## src/rtl/dmem_arbiter.sv

```systemverilog
// dmem_arbiter: shares one data-memory port between the core and the host, with a starvation guard for the host.
module dmem_arbiter #(
  parameter int AW = 8,
  parameter int DW = 8,
  parameter int HOLD_MAX = 4
) (
  input  logic          clk,
  input  logic          reset,
  input  logic          c_req,
  input  logic          c_we,
  input  logic [AW-1:0] c_addr,
  input  logic [DW-1:0] c_wdata,
  output logic          c_gnt,
  output logic          c_rvalid,
  output logic [DW-1:0] c_rdata,
  output logic          c_stall,
  input  logic          h_req,
  input  logic          h_we,
  input  logic [AW-1:0] h_addr,
  input  logic [DW-1:0] h_wdata,
  output logic          h_gnt,
  output logic          h_rvalid,
  output logic [DW-1:0] h_rdata,
  output logic          m_we,
  output logic [AW-1:0] m_addr,
  output logic [DW-1:0] m_wdata,
  input  logic [DW-1:0] m_rdata,
  output logic [1:0]    owner
);
  localparam logic [1:0] IDLE = 2'b00;
  localparam logic [1:0] CORE = 2'b01;
  localparam logic [1:0] HOST = 2'b10;
  localparam logic [3:0] HM = 4'(HOLD_MAX);
  logic [3:0] streak;
  logic [1:0] state;
  assign c_gnt   = reset & c_req & (~h_req | (streak < HM));
  assign h_gnt   = reset & h_req & (~c_req | (streak >= HM));
  assign c_stall = c_req & ~c_gnt;
  assign owner   = {h_gnt, c_gnt};
  assign m_we    = (c_gnt & c_we) | (h_gnt & h_we);
  assign m_addr  = c_gnt ? c_addr : h_gnt ? h_addr : '0;
  assign m_wdata = c_gnt ? c_wdata : h_gnt ? h_wdata : '0;
  always_ff @(posedge clk) begin
    if (!reset) begin
      streak   <= '0;
      state    <= IDLE;
      c_rvalid <= 1'b0;
      h_rvalid <= 1'b0;
      c_rdata  <= '0;
      h_rdata  <= '0;
    end else begin
      streak   <= (h_gnt | ~h_req) ? '0 : (c_gnt && streak < HM) ? streak + 4'd1 : streak;
      state    <= c_gnt ? CORE : h_gnt ? HOST : IDLE;
      c_rvalid <= c_gnt & ~c_we;
      h_rvalid <= h_gnt & ~h_we;
      if (c_gnt && !c_we) c_rdata <= m_rdata;
      if (h_gnt && !h_we) h_rdata <= m_rdata;
    end
  end
  // owner history is debug-only; it must never show both sides at once
  assert property (@(posedge clk) state != 2'b11);
endmodule

```

## config.mk

```make
export PLATFORM = sky130hd
export DESIGN_NAME = dmem_arbiter
export DESIGN_NICKNAME = d
export VERILOG_FILES = /design/src/rtl/dmem_arbiter.sv
export SDC_FILE = /design/constraint.sdc
export NUM_CORES = 1
export LEC_CHECK = 0
export CAP_MARGIN = 10
export CORE_UTILIZATION = 32
export CTS_BUF_LIST = sky130_fd_sc_hd__clkbuf_16
export DETAILED_ROUTE_END_ITERATION = 7
export PLACE_DENSITY = 0.79
export SYNTH_ARGS = -nofsm -noshare
export SYNTH_HDL_FRONTEND = slang
export SYNTH_SLANG_ARGS = --single-unit
```

## constraint.sdc

```tcl
create_clock -name clk -period 1.81 [get_ports clk]
set_input_delay 0.362 -clock clk [delete_from_list [all_inputs] [get_ports clk]]
set_output_delay 0.362 -clock clk [all_outputs]
set_load 0.02 [all_outputs]
```

# Yosys cells after proc, flatten, opt, wreduce, memory -nomap -nowiden
# Index checks and enable logic that the tools add are counted.
# Widths: inputs -> output; s select.
# totals
ramBits	0
output_inout_bits	40
n_memories	0
rom_bits	0
latch_bits	0
register_bits	22
inputBits	46
# classes
n_addsub	1
multipliers	0
order_cmp	2
div	0
n_bitwise	19
n_shift	0
mux	4
n_reduce_logical	6
n_eq_ne	0
# ops
cell	count
$mux 8	4
$and 1x1->1	9
$not 1->1	6
$add 4x1->4 const B	1
$ge 4x3->1 const B	1
$lt 4x3->1 const B	1
$or 1x1->1	4
$logic_and 1x1->1	3
$logic_not 1->1	2
$reduce_or 2->1	1

# Longest topological paths before layout
# logic_depth
ltp_word	5
mapped_depth	6
ltp_nobuf	3

# Worst setup path after synthesis
# No wires, ideal clock.
# synth_timing
path_kind	flip-flop to output port
from	register streak[3]
to	output m_addr[0]
t_arrival_ns	1.261
t_required_ns	1.448
slack_ns	0.187
path_stages_with_launch	6
cell_sequence	dfxtp_1 -> o21ai_4 -> and3_1 -> buf_6 -> buf_8 -> a22o_1
# synth_lines
element	line_no	text
start, declared	34	logic [3:0] streak;
start signal, assigned	52	streak <= (h_gnt | ~h_req) ? '0 : (c_gnt && streak < HM) ? streak + 4'd1 : streak;
$lt 4x3->1	36	assign c_gnt = reset & c_req & (~h_req | (streak < HM));
$or 1x1->1	36	
$and 1x1->1	36	
net c_gnt	13	output logic c_gnt,
$mux 8	41	assign m_addr = c_gnt ? c_addr : h_gnt ? h_addr : '0;
end, declared	25	output logic [AW-1:0] m_addr,
# The timed path passes the listed nets, and every way through them passes these cells.

# Worst setup path after layout
# layout_timing
from	register streak[3]
to	output m_wdata[7]
# layout_between
elab_chain_len	5
# layout_rtl
element	line_no	text
$ge 4x3->1	37	assign h_gnt = reset & h_req & (~c_req | (streak >= HM));
$or 1x1->1	37	
$and 1x1->1	37	
$mux 8	42	assign m_wdata = c_gnt ? c_wdata : h_gnt ? h_wdata : '0;
$mux 8 *	42	
end, declared	26	output logic [DW-1:0] m_wdata,
# Every way passes the cells marked *; elsewhere a longest branch is shown, timed or not.

==> flow_summary.ini <==
[die]
dieArea_um2 = 3510
initial_utilization = 0.340
rows = 20
core_um2 = 3080
die_w_um = 59.2
io_pins = 86
die_h_um = 59.2

[clock_tree]
root_buffer = clkbuf_16
htreeDepth = 1
path_clk_slew_ns = 0.06
cts_buffers = 3
clk_path_buf_depth = 2
postCtsHoldBufs = 0
clock_latency_ns = 0.25
clock-sinks = 22
cts_tree = built

[logic_synthesis]
ys_warn_count = 0
synth.area.top_cells = dfxtp_1 (42%), a22o_1 (14%), nand2_1 (8.6%), mux2i_1 (7.6%), nand3_1 (4.3%)
synth_nets = 161
synth_area_um2 = 1050
synth_edf_count = 0
syn_avg_cell_area_um2 = 9.19
yosys.area.top_type = dfxtp_1
netlist.area_leader.share = 0.421
synth-seq-cells = 22
yosysSeqAreaShare = 0.421
syn_inst = 114
ys_types = 24
async_flop_share = 0
synth_ff_type = dfxtp_1

[timing]
fin_crit_ns = 1.83
drv_slew = 0
final_hold_viol_count = 0
finalSetupViolCount = 4
final.setup.worst_slack_ns = -0.0170
whs_ns = 0.436
skew_ns = 0.000996
post-route-period-util = 1.01
max_freq_mhz = 547
rsz0062_at_grt = true

[detailed_routing]
ant_nets = 0
avgRoutedWirePerCell_um = 16.7
drt_pass1_iterations = 4
wirelength_um = 4230
vias_per_cell = 4.96
vias = 1255
drtIter0Drc = 36
remaining_drc_errors = 0

[worst_setup_path]
required_ns = 1.45
endpoint_kind = output pin
slowest_delay_ns = 0.37
worst_setup_path_start_kind = flop
cp_top_family = flip-flops
cp_num_buf_inv = 2
arrival_ns = 1.47
path_cells = o21ai_4, and3_4, clkbuf_16, a22o_1, buf_6
slowest_stage = dfxtp_4
crit_type = flop to output pin
crit_fanout = 10

[global_route]
grt_max_degree = 26
grtUsageTotal = 0.247
antenna_found_initial = 0
grt_pass1_wl_um = 6380
overflow = 0
grt_pass1_vias = 1274

[power_and_ir_drop]
leakagePower_nw = 0.892
peakVddDrop_mv = 0.549
power_mw = 1.53
p_per_area_nw_per_um2 = 708

[place]
gp_congestion = 0.769
dp_hpwl_um = 2830
place_area_um2 = 1990
dp_slack_ns = -0.660
portBuffers = 85

[status]
status = complete, but fails checks
failed_checks = negative setup slack

[finish]
area_delta_synth_final_pct = 106
final_common_cell = clkdlybuf4s50_1
fin_util = 0.701
finalNetCount = 257
drive_above_1_share = 0.244
layout_common_cells = clkdlybuf4s50_1 (60), nand2_1 (23), dfxtp_1 (20)
antenna_cells = 0
final_area_um2 = 2160

[min_path]
hold_class = flop to flop

[run]
drv_cap = 0
==> worst paths after layout <==
kind,from,endpoint,slack [ns],cells past startpoint
setup / recovery,streak[3],m_wdata[7],-0.02,5
hold / removal,streak[0],streak[0],0.44,1
setup reg to reg,streak[3],h_rdata[7],0.29,7
hold reg to reg,streak[0],streak[0],0.44,1
==> registers in the layout, summed over array words and instances (netlist names) <==
| name | cells |
|---|---|
| c_rdata | 8 |
| c_rvalid | 1 |
| h_rdata | 8 |
| h_rvalid | 1 |
| streak | 4 |
==> cell type report <==
class	count	area [um2]
fill	247	920
tap	44	55.1
clock inverter	1	30.0
inverter	1	3.75
sequential	22	448
multi-input combinational	80	537
timing repair buffer	102	1010
clock buffer	3	75.1
==> where the power goes <==
part,switching (mW),total (mW),internal [mW]
Clock,0.182,0.622,0.439
Sequential,0.0108,0.511,0.500
Combinational,0.172,0.395,0.224
Total,0.365,1.53,1.16
==> metrics by stage <==
step | instances | TNS (ns)
2_1_floorplan | 114 | 0
3_3_place_gp | 245 | -13.33
3_5_place_dp | 245 | -14.43
4_1_cts | 252 | -0.0522
5_1_grt | 253 | -0.358
6_report | 253 | -0.0439
==> cells by family after synthesis <==
group	after synthesis	synth area share
AO/OA/AOI/OAI	28	0.211
adder cells (fa/ha/maj)	1	0.0119
buffers and inverters	12	0.0944
flip-flops	22	0.421
multiplexers	8	0.0765
other	1	0.00358
AND/OR/NAND/NOR	42	0.182
==> routing by layer <==
metal,track usage,wire [um],share of wire,up-vias
met3,0.0546,229,0.054,23
met5,0,0,0,-
li1,-,-,-,593
met2,0.441,2170,0.51,55
met1,0.261,1600,0.38,584
met4,0.150,226,0.053,0
==> cell usage after synthesis, types with 2 or more instances <==
cell type,n
nand2_1,24
dfxtp_1,22
a22o_1,17
nand3_1,9
mux2i_1,8
o21ai_1,8
buf_6,4
and2_1,3
buf_4,3
clkbuf_1,2
==> timing repair <==
action | 4_1_cts | 5_1_grt
pin swaps | 2 | 7
endpoints found under the hold margin | 0 | 0
endpoints found under the setup margin | 22 | 22
setup buffers | 2 | 1
gates cloned | 1 | 1
resized for setup | 93 | 35
Note: power is estimated with default switching activity, not from simulation.
==> RTL edit 1, RTL diff (same settings) <==
Change the parameter `AW` from 8 to 7.
--- a/src/rtl/dmem_arbiter.sv
+++ b/src/rtl/dmem_arbiter.sv
@@ -1,6 +1,6 @@
 // dmem_arbiter: shares one data-memory port between the core and the host, with a starvation guard for the host.
 module dmem_arbiter #(
-  parameter int AW = 8,
+  parameter int AW = 7,
   parameter int DW = 8,
   parameter int HOLD_MAX = 4
 ) (
Ports: changed (resized c_addr, h_addr and m_addr); port bits go from 86 to 83. No check against the original RTL was run, so the function may have changed too.
==> RTL edit 1 against the original RTL <==
Worst setup slack better by 0.054 ns. Routed wire length is 18% lower. Synthesized area is 1.2% lower. Power is 14% lower. Highest routed layer unchanged. First-iteration DRC count is 17% lower. Sequential cell count stayed put. Sequential power hardly changed. Global-route usage is 5.2 points lower. Worst hold slack better by 0.0041 ns. Final area is 8.3% lower.
==> RTL edit 1: results (changes against the original RTL) <==
.. list-table::
   :header-rows: 1

   * - Metric
     - Value
   * - First DRT Iteration DRCs
     - 30 (-17%)
   * - Fraction of layout cells with a size suffix above 1
     - 22.00% (-2.4 points)
   * - Filler cell count in the final layout
     - 260 (+5.3%)
   * - Share of synthesized area spent on multiplexers
     - 7.739% (+0.092 points)
   * - Antenna-violating nets left
     - 0 (unchanged)
   * - Cell types occupying the most area after synthesis
     - dfxtp_1, a22o_1, nand2_1
   * - DP Area
     - 1917 um2 (-3.5%)
   * - Maximum number of pins on one net before global-route repair
     - 25 (-3.8%)
   * - Switch share
     - 24.67% (+0.80 points)
   * - Adder-cell share of the synthesized area
     - 1.209% (+0.014 points)
   * - Most frequent cells after synthesis
     - nand2_1, dfxtp_1, a22o_1
   * - Routed Wire Length
     - 3.454 mm (-18%)
   * - Result of the run
     - finished, final reports clean
   * - Class of the worst hold path
     - input pin to flip-flop
   * - Total CTS buffers
     - 3 (unchanged)
   * - Overall global routing resource usage
     - 19.47% (-5.2 points)
   * - Number of gates resized after CTS
     - 86 (-7.5%)
   * - Clk pwr
     - 0.455 mW (-27%)
   * - Total leakage power
     - 0.8172 nW (-8.4%)
   * - Register area share after synthesis
     - 42.56% (+0.51 points)
   * - Highest ir drop seen on vdd
     - 0.4182 mV (-24%)
   * - Cell Count Post-Placement
     - 239 (-2.4%)
   * - Post CTS Setup Buffer Count
     - 1 (-1)
   * - Number of unique standard cell types used by synthesis
     - 25 (+4.2%)
   * - Total nets after synthesis
     - 158 (-1.9%)
   * - Count of TritonRoute iterations in the first routing pass
     - 4 (unchanged)
   * - Clock transition at path regs
     - approximately 0.05 ns
   * - Clk_skew
     - 0.002524 ns (+0.001528 ns)
   * - Insertion delay of the later-clocked pin in the worst-skew pair
     - 0.25 ns (about the same)
   * - Final routed wire length divided by cell count
     - 14.16 um (-15%)
   * - Total sequential power
     - 0.512 mW (about the same)
   * - Complex-gate fraction of the synthesized area
     - 20.56% (-0.59 points)
   * - Commonest register cell after synthesis
     - dfxtp_1
   * - Number of nets at the end of the flow
     - 246 (-4.3%)
   * - Slowest cell on the critical path
     - dfxtp_4
   * - Dpl hpwl
     - 2.708 mm (-4.4%)
   * - Reg2Reg Setup Slack
     - 0.62 ns (+0.33 ns)
   * - Total of buffers placed on input and output ports
     - 82 (-3.5%)
   * - Gpl congestion
     - 0.7463 (-3.0%)
   * - Critical path fanouts, max
     - 9 (-1)
   * - Via count of the first global-routing pass
     - 1,061 (-17%)
   * - Wire length of the first global-routing pass
     - 5.037 mm (-21%)
   * - Detailed-route vias per instance
     - 4.668 (-5.9%)
   * - Mean post-synth cell area
     - 9.157 um2 (-0.32%)
   * - Arrival time worst endpoint
     - 1.41 ns (-0.06 ns)
-- RTL edit 1: cell count changes in the layout (fill, tap and decap cells not counted), moves of 2 or more --
cell,unedited run,this run
clkdlybuf4s50_1,60,58
buf_4,18,11
buf_2,2,9
clkbuf_2,2,4
buf_6,13,8
-- RTL edit 1: worst paths after layout --
path,from,to,depth (start not counted)
setup / recovery,streak[3],m_addr[0],5
hold / removal,reset,streak[0],3
setup reg to reg,streak[2],h_rdata[2],4
hold reg to reg,streak[0],streak[0],1
-- RTL edit 1: metal layers --
layer	global-route usage [%]	up-vias	part of all wire, %
met1	20.84	521	38
met4	6.803	0	0.67
met3	5.934	2	8.7
met2	35.88	48	52
li1	-	568	-
met5	0	-	0
-- RTL edit 1: final cells by class --
type,instances,area [um2],share of cell area [%]
Sequential cell,22,445.4,22.52
Tap cell,44,55.05,2.783
Clock inverter,1,3.754,0.1898
Multi-Input combinational cell,79,521.8,26.38
Inverter,1,3.754,0.1898
Timing Repair Buffer,94,873.3,44.15
Clock buffer,3,75.07,3.795
-- RTL edit 1: metrics by stage --
step / worst slack [ns] / power (mW) / setup TNS [ns] / hold WS (ns)
after floorplan: 0.1591 / 0.6693 / 0 / 0.4052
after global placement: -0.6193 / 0.8685 / -12.20 / 0.4141
after detailed placement: -0.6552 / 0.8741 / -12.77 / 0.4316
after CTS: -0.009144 / 1.316 / -0.01734 / 0.4420
after global routing: -0.004734 / 1.361 / -0.004734 / 0.4619
final: 0.03690 / 1.312 / 0 / 0.4406
-- RTL edit 1: critical path: cells and delay by family, from the launching register on --
kind / cells / cell delay (ns)
compound gates: 2 / 0.29
simple gates: 1 / 0.20
flops: 1 / 0.36
buf+inv: 2 / 0.31
==> RTL edit 2, RTL diff (same flow settings) <==
Made on the original files. Make the reset (`reset`) asynchronous in one clocked block.
--- a/src/rtl/dmem_arbiter.sv
+++ b/src/rtl/dmem_arbiter.sv
@@ -40,7 +40,7 @@
   assign m_we    = (c_gnt & c_we) | (h_gnt & h_we);
   assign m_addr  = c_gnt ? c_addr : h_gnt ? h_addr : '0;
   assign m_wdata = c_gnt ? c_wdata : h_gnt ? h_wdata : '0;
-  always_ff @(posedge clk) begin
+  always_ff @(posedge clk or negedge reset) begin
     if (!reset) begin
       streak   <= '0;
       state    <= IDLE;
Function: differs if reset is asserted again (counterexample within 4 cycles, from zero or initial values and one cycle with reset low); with reset held inactive, the same outputs for 10 cycles.
==> RTL edit 2 against the original RTL <==
The flow still finishes with violations (setup timing). Utilization fell by 0.60 points. Critical path depth stayed put. Sequential cell count unchanged. Worst setup slack lost 0.090 ns. Sequential power increased by 20%. Routed wire length is 13% lower. Synthesized area rose by 4.4%. Final area increased by 1.6%. Power rose by 10%.
==> RTL edit 2: results (changes against the original RTL) <==
.. list-table::
   :header-rows: 1

   * - Metric
     - Value
   * - Result of the run
     - finished with violations
   * - Failing checks
     - setup timing
   * - Number of nets at the end of the flow
     - 233 (-9.3%)
   * - Fraction of area in multi-input gates
     - 23.34% (-1.5 points)
   * - Dpl hpwl
     - 2.867 mm (+1.2%)
   * - Switching component of the power
     - 0.4691 mW (+29%)
   * - Fraction of layout cells with a size suffix above 1
     - 44.32% (+20 points)
   * - Worst Reg-to-Reg Cells
     - 5 (-2)
   * - Filler cell count in the final layout
     - 271 (+9.7%)
   * - Int Power
     - 1.215 mW (+4.4%)
   * - Highest ir drop seen on vdd
     - 0.6854 mV (+25%)
   * - Cell Count Post-Placement
     - 222 (-9.4%)
   * - Total number of multi-input combinational cells
     - 54 (-33%)
   * - Detailed-route via count
     - 1,127 (-10%)
   * - Complex-gate fraction of the synthesized area
     - 18.99% (-2.2 points)
   * - Area of the placeable core
     - 3153 um2 (+2.4%)
   * - Worst slack, placed
     - -0.6658 ns (-0.006324 ns)
   * - Share of synthesized area spent on multiplexers
     - 16.48% (+8.8 points)
   * - Number of gates resized after CTS
     - 97 (+4.3%)
   * - Final setup violation count
     - 17 (+13)
   * - Smallest hold slack
     - 0.3011 ns (-0.1354 ns)
   * - Most frequent cells after synthesis
     - dfrtp_1, a22o_2, mux2_2
   * - Non-Clock Buffer Count
     - 104 (+2.0%)
   * - Via count of the first global-routing pass
     - 1,175 (-7.8%)
   * - Total nets after synthesis
     - 128 (-20%)
   * - Beginning of the worst register-to-register path
     - streak[3]
   * - Clock buf/inv share
     - 3.596% (-1.3 points)
   * - Detailed-route vias per instance
     - 4.921 (-0.79%)
   * - Count of TritonRoute iterations in the first routing pass
     - 2 (-2)
   * - Total sequential power
     - 0.611 mW (+20%)
   * - Wire length of the first global-routing pass
     - 5.388 mm (-15%)
   * - Routed Wire Length
     - 3.677 mm (-13%)
   * - Overall global routing resource usage
     - 20.37% (-4.3 points)
   * - Cell types occupying the most area after synthesis
     - dfrtp_1, mux2_2, a22o_2
   * - Highest achievable clock rate
     - 521.6 MHz (-4.7%)
   * - Arrival time worst endpoint
     - 1.56 ns (+0.09 ns)
   * - Fraction of standard cell area that is sequential
     - 25.11% (+4.4 points)
   * - Reg2Reg Setup Slack
     - 0.21 ns (-0.08 ns)
   * - Worst setup slack after layout
     - -0.1072 ns (-0.09020 ns)
   * - First DRT Iteration DRCs
     - 34 (-5.6%)
   * - Total negative setup slack
     - -1.593 ns (-1.549 ns)
   * - Area of the multi-input gates
     - 511.7 um2 (-4.7%)
## RTL edit 2: cell types whose count changed after synthesis, sizes merged, moves of 9 or more
cell	delta
mux2	+16
dfxtp	-22
nand2	-19
dfrtp	+22
o21ai	-9
## RTL edit 2: critical path: stages, from the launching register on
cell     delay (ns)
dfrtp_1        0.42
nor3b_4        0.25
nor2_2         0.07
buf_12         0.15
a22o_2         0.26
buf_2          0.16
## RTL edit 2: worst max path at each step
stage	slack [ns]	endpoint	from
finish	-0.11	m_wdata[2]	streak[3]
CTS	-0.08	m_wdata[5]	streak[2]
global placement	-0.66	m_addr[4]	c_req
detailed placement	-0.67	m_addr[2]	c_req
global route	-0.15	m_wdata[2]	streak[3]
floorplan	0.09	m_addr[0]	streak[3]
## RTL edit 2: per-layer routing
metal	up-vias	share of wire (%)	GRT usage, %
li1	515	-	-
met1	539	33	19.73
met2	68	50	38.93
met3	5	15	7.463
met4	0	1.4	7.792
met5	-	0	0
